===== config.mk =====
export PLATFORM = sky130hd
export DESIGN_NAME = input_conditioner
export DESIGN_NICKNAME = d
export VERILOG_FILES = /design/src/rtl/input_cond_pkg.sv /design/src/rtl/input_cond_channel.sv /design/src/rtl/input_conditioner.sv
export SDC_FILE = /design/constraint.sdc
export NUM_CORES = 1
export LEC_CHECK = 0
export CORE_UTILIZATION = 40
export DETAILED_ROUTE_END_ITERATION = 8
export PLACE_DENSITY = 0.58
export REMOVE_ABC_BUFFERS = 1
export SYNTH_ARGS = -nofsm -noshare
export SYNTH_HDL_FRONTEND = slang
export SYNTH_SLANG_ARGS = --single-unit

===== constraint.sdc =====
create_clock -name clk -period 3.9 [get_ports clk]
set_input_delay 0.975 -clock clk [delete_from_list [all_inputs] [get_ports clk]]
set_output_delay 0.975 -clock clk [all_outputs]
set_load 0.03 [all_outputs]

===== src/rtl/input_cond_pkg.sv =====
// Shared definitions for the input conditioner: channel map, default width,
// repeat FSM states and a small elaboration helper.
package input_cond_pkg;

  localparam int unsigned DEFAULT_NCH = 7;

  localparam int unsigned CH_DIR0     = 0;
  localparam int unsigned CH_DIR1     = 1;
  localparam int unsigned CH_DIR2     = 2;
  localparam int unsigned CH_DIR3     = 3;
  localparam int unsigned CH_BUTTON   = 4;
  localparam int unsigned CH_BADCOLL  = 5;
  localparam int unsigned CH_GOODCOLL = 6;

  typedef enum logic [1:0] {
    RPT_IDLE   = 2'd0,
    RPT_DELAY  = 2'd1,
    RPT_REPEAT = 2'd2
  } rpt_state_t;

  function automatic int unsigned max_u(input int unsigned a, input int unsigned b);
    return (a > b) ? a : b;
  endfunction

endpackage


===== src/rtl/input_cond_channel.sv =====
// One conditioned channel: synchroniser, debounce, edge pulse and, when built
// with INPUT_COND_AUTOREPEAT_EN, an auto-repeat FSM for held inputs.
module input_cond_channel
  import input_cond_pkg::*;
#(
  parameter int unsigned SYNC_STAGES   = 2,
  parameter int unsigned DB_CYCLES     = 4,
  parameter bit          RISE_EN       = 1'b1,
  parameter bit          FALL_EN       = 1'b0,
  parameter bit          REPEAT_EN     = 1'b0,
  parameter int unsigned REPEAT_DELAY  = 20,
  parameter int unsigned REPEAT_PERIOD = 8
) (
  input  logic clk,
  input  logic nRst,
  input  logic sig,
  output logic level,
  output logic pulse
);

  localparam int unsigned DB_W = $clog2(DB_CYCLES + 1);

`ifdef INPUT_COND_AUTOREPEAT_EN
  localparam bit RPT_BUILD = 1'b1;
`else
  localparam bit RPT_BUILD = 1'b0;
`endif

  logic [SYNC_STAGES-1:0] sync_q;
  logic [DB_W-1:0]        db_cnt;
  logic                   synced;
  logic                   toggle_c;
  logic                   rise_c;
  logic                   fall_c;
  logic                   rpt_pulse_c;

  // Synchroniser chain; the last stage feeds the debouncer.
  always_ff @(posedge clk or negedge nRst) begin
    if (!nRst) begin
      sync_q <= '0;
    end else begin
      sync_q[0] <= sig;
      for (int k = 1; k < SYNC_STAGES; k++) begin
        sync_q[k] <= sync_q[k-1];
      end
    end
  end

  assign synced   = sync_q[SYNC_STAGES-1];
  assign toggle_c = (synced != level) && (db_cnt == DB_W'(DB_CYCLES - 1));
  assign rise_c   = toggle_c & ~level;
  assign fall_c   = toggle_c & level;

  // Pulse is registered on the same edge as the level change it reports.
  always_ff @(posedge clk or negedge nRst) begin
    if (!nRst) begin
      db_cnt <= '0;
      level  <= 1'b0;
      pulse  <= 1'b0;
    end else begin
      if (synced == level) begin
        db_cnt <= '0;
      end else if (toggle_c) begin
        db_cnt <= '0;
        level  <= ~level;
      end else begin
        db_cnt <= db_cnt + DB_W'(1);
      end
      pulse <= (rise_c & RISE_EN) | (fall_c & FALL_EN) | rpt_pulse_c;
    end
  end

  if (RPT_BUILD && REPEAT_EN && (REPEAT_DELAY > 0) && (REPEAT_PERIOD > 0)) begin : g_rpt
    localparam int unsigned RPT_W = $clog2(max_u(REPEAT_DELAY, REPEAT_PERIOD) + 1);

    rpt_state_t       state;
    rpt_state_t       state_nxt;
    logic [RPT_W-1:0] cnt;
    logic [RPT_W-1:0] cnt_nxt;

    always_ff @(posedge clk or negedge nRst) begin
      if (!nRst) begin
        state <= RPT_IDLE;
        cnt   <= '0;
      end else begin
        state <= state_nxt;
        cnt   <= cnt_nxt;
      end
    end

    // A falling level always wins and suppresses any repeat on that edge.
    always_comb begin
      state_nxt   = state;
      cnt_nxt     = cnt + RPT_W'(1);
      rpt_pulse_c = 1'b0;
      case (state)
        RPT_IDLE: begin
          cnt_nxt = '0;
          if (rise_c) state_nxt = RPT_DELAY;
        end
        RPT_DELAY: begin
          if (cnt == RPT_W'(REPEAT_DELAY - 1)) begin
            rpt_pulse_c = 1'b1;
            cnt_nxt     = '0;
            state_nxt   = RPT_REPEAT;
          end
        end
        RPT_REPEAT: begin
          if (cnt == RPT_W'(REPEAT_PERIOD - 1)) begin
            rpt_pulse_c = 1'b1;
            cnt_nxt     = '0;
          end
        end
        default: begin
          cnt_nxt   = '0;
          state_nxt = RPT_IDLE;
        end
      endcase
      if (fall_c) begin
        state_nxt   = RPT_IDLE;
        cnt_nxt     = '0;
        rpt_pulse_c = 1'b0;
      end
    end
  end else begin : g_no_rpt
    assign rpt_pulse_c = 1'b0;
  end

endmodule


===== src/rtl/input_conditioner.sv =====
// Multi-channel input conditioner: per-channel sync/debounce/edge pulses plus
// pulse summary. Auto-repeat is built only with INPUT_COND_AUTOREPEAT_EN.
module input_conditioner
  import input_cond_pkg::*;
#(
  parameter int unsigned    NCH           = DEFAULT_NCH,
  parameter int unsigned    SYNC_STAGES   = 2,
  parameter int unsigned    DB_CYCLES     = 4,
  parameter logic [NCH-1:0] RISE_MASK     = '1,
  parameter logic [NCH-1:0] FALL_MASK     = '0,
  parameter logic [NCH-1:0] REPEAT_MASK   = NCH'(4'hF),
  parameter int unsigned    REPEAT_DELAY  = 20,
  parameter int unsigned    REPEAT_PERIOD = 8
) (
  input  logic                     clk,
  input  logic                     nRst,
  input  logic [NCH-1:0]           sig_i,
  output logic [NCH-1:0]           level_o,
  output logic [NCH-1:0]           pulse_o,
  output logic                     any_pulse_o,
  output logic [$clog2(NCH)-1:0]   pulse_idx_o
);

  localparam int unsigned IDX_W = $clog2(NCH);

  for (genvar i = 0; i < NCH; i++) begin : g_ch
    input_cond_channel #(
      .SYNC_STAGES  (SYNC_STAGES),
      .DB_CYCLES    (DB_CYCLES),
      .RISE_EN      (RISE_MASK[i]),
      .FALL_EN      (FALL_MASK[i]),
      .REPEAT_EN    (REPEAT_MASK[i] & RISE_MASK[i]),
      .REPEAT_DELAY (REPEAT_DELAY),
      .REPEAT_PERIOD(REPEAT_PERIOD)
    ) u_ch (
      .clk  (clk),
      .nRst (nRst),
      .sig  (sig_i[i]),
      .level(level_o[i]),
      .pulse(pulse_o[i])
    );
  end

  assign any_pulse_o = |pulse_o;

  // Lowest set bit wins; scan from the top so lower indices overwrite.
  always_comb begin
    pulse_idx_o = '0;
    for (int i = int'(NCH) - 1; i >= 0; i--) begin
      if (pulse_o[i]) pulse_idx_o = IDX_W'(i);
    end
  end

endmodule


==> reports/qor.csv <==
metric,value,unit
outcome,"finished, final reports clean",
"Seq/Total Area, Yosys",65.5,%
Hold Path Sink,g_ch[2].u_ch.sync_q[1]$_DFF_PN0_,
period utilization,77.0,%
worst hold stages,0,
vias in the first global route,1019,
Post-synth ARST share,100,%
Vias/cell,4.76,
Ys Warns,0,
Synth Instances,130,
Leak Pwr,1.01,nW
fin cells,201,
core area,4410,µm²
post-placement cell count,194,
most numerous cell in the Yosys netlist,dfrtp_1,
"EDFF count, synth",0,
gr ovfl total,0,
CTS Hold Bufs,0,
Critical Path Fanout Max,4,
CP top delay family,buffers and inverters,
Starting Density,42.4,%
critical-path cell list,or4_4 > nor2_1 > clkdlybuf4s50_1,
TritonCTS buffer count,5,
dominant synthesized flop cell,dfrtp_1,
Synth Cell Area,1870,µm²
initial DRC count,43,
fin nets,165,
drt pass-1 iters,3,
Routed Antenna Nets,0,
Hold Path Class,flop to flop,
full die area,4960,µm²
RSZ-0062 raised after global routing,no,
H-tree levels,2,
later-pin clock latency in the skew report,0.29,ns
Critical Path AT,2.03,ns
post-cts sizing count,0,
CP max-delay cell,clkdlybuf4s50_1,
# setup viols final,0,
# port buffers,26,
P per Cell Area,670,nW/µm²
DIE WIDTH,70.4,µm
Final Max Slew Viols,0,
Max VDD drop,0.000297,V
Crit Path Class,flop to output pin,
leading post-synthesis cells by cell area,"dfrtp_1 66%, buf_4 5.6%, ha_1 4.7%, mux2_2 4.2%, nor2b_1 4.0%",
CTS root buffer,clkbuf_8,
crit end category,output pin,
row count,24,
initial antenna violation count,0,
vias,957,
RePlAce Congestion,0.663,
post-synthesis cell type count,16,
clock tree from TritonCTS,done,
Clock transition at path regs,0.08,ns
Final Skew,0.00192,ns
CP max stage delay,0.67,ns
final wirelength,2580,µm
Slew HR,31.0,%
ant diodes,0,
Final min period,3.00,ns
share of layout cells above drive strength 1,10.7,%
Worst Path Buf+Inv,1,
clock sinks,49,
Post-CTS Setup Bufs,0,
DR WL/cell,12.8,µm
first-pass GRT wire length,4630,µm
Yosys top cell by area,dfrtp_1,
setup_tns,0,ns
area share of the largest cell type after synthesis,65.5,%
hold_sp,g_ch[2].u_ch.sync_q[0]$_DFF_PN0_,
RR Endpoint,g_ch[0].u_ch.level$_DFFE_PN0P_,
CTS max path bufs,2,
post-DP HPWL,1810,µm
CP Data Required Time,2.92,ns
DRC errors left,0,
final hold viol count,0,
largest net degree at the start of global routing,50,
commonest cells in the netlist,"49 x dfrtp_1, 14 x buf_4, 12 x nor2b_1, 10 x nor3b_1, 9 x nor3_1",
Area Overhead vs Synth,16.1,%
actual slew at the worst max-slew pin,1.04,ns
IO Pins,27,
Mapped Avg Cell Area,14.4,µm²
MaxCap Viol Count,0,
Worst R2R Path Depth,3,
Synth Register Bits,49,
worst flop-to-flop path startpoint,g_ch[0].u_ch.db_cnt[0]$_DFF_PN0_,
startpoint types,flop,
fmax,333,MHz
DIE HEIGHT,70.4,µm
r2r setup slk,2.61,ns
GRT Util Overall,12.7,%
-- layer usage --
layer / vias up / track usage [%] / share of wire, %
met5: - / 0 / 0
met3: 5 / 5.92 / 6.1
met4: 0 / 7.33 / 2.6
met1: 464 / 15.8 / 46
met2: 26 / 18.1 / 45
li1: 462 / - / -
-- logic make-up after synthesis --
family	share of synthesized area, %
simple gates	15.4
xor+xnor	3.28
fa+ha+maj	4.68
compound gates	1.07
mux	4.21
buf+inv	5.82
flops	65.5
-- state kept, by name, summed over array words and instances (netlist names) --
register	count
g_ch.u_ch.db_cnt	21
g_ch.u_ch.sync_q	14
g_ch.u_ch.level	7
g_ch.u_ch.pulse	7
-- power by group --
| group | internal, mW | total (mW) | switching (mW) |
|---|---|---|---|
| Combinational | 0.236 | 0.473 | 0.236 |
| Sequential | 0.615 | 0.690 | 0.0749 |
| Clock | 0.141 | 0.293 | 0.152 |
-- cell usage in the layout, fill, tap and decap left out, types with 2 or more instances in the layout --
master,count
dfrtp_1,49
clkdlybuf4s50_1,25
nor2b_1,12
nor3b_1,10
nor3_1,9
xnor2_1,7
and3b_1,7
mux2_2,7
ha_1,7
clkbuf_8,6
nor2_1,2
-- worst max path at each step --
stage                                            start  slack (ns)        endpoint  cells past startpoint
after global routing      g_ch[0].u_ch.pulse$_DFF_PN0_        0.80  pulse_idx_o[2]                      3
after global placement    g_ch[0].u_ch.pulse$_DFF_PN0_        1.23  pulse_idx_o[2]                      3
final                     g_ch[0].u_ch.pulse$_DFF_PN0_        0.90  pulse_idx_o[2]                      3
after floorplan           g_ch[0].u_ch.pulse$_DFF_PN0_        1.43  pulse_idx_o[2]                      2
after detailed placement  g_ch[0].u_ch.pulse$_DFF_PN0_        1.22  pulse_idx_o[2]                      3
after CTS                 g_ch[0].u_ch.pulse$_DFF_PN0_        0.87  pulse_idx_o[2]                      3
-- final cells by class --
type	instances	area, µm²
flip-flops and latches	49	1230
clock buffers	7	86.3
multi-input cells	66	537
well taps	52	65.1
fillers	394	2240
repair buffers	26	255
inverters	1	3.75
-- per-stage QoR --
step           hold WS, ns  worst slack, ns  utilization [%]  cell area, µm²  power (mW)
3_5_place_dp         0.335             1.22             47.3            2090        1.18
6_report             0.353            0.898             49.2            2170        1.46
5_1_grt              0.366            0.799             49.2            2170        1.56
4_1_cts              0.354            0.875             49.2            2170        1.48
3_3_place_gp         0.333             1.23             47.3            2090        1.16
2_1_floorplan        0.331             1.43                -            1770        1.01
(Power assumes the default switching activity.)
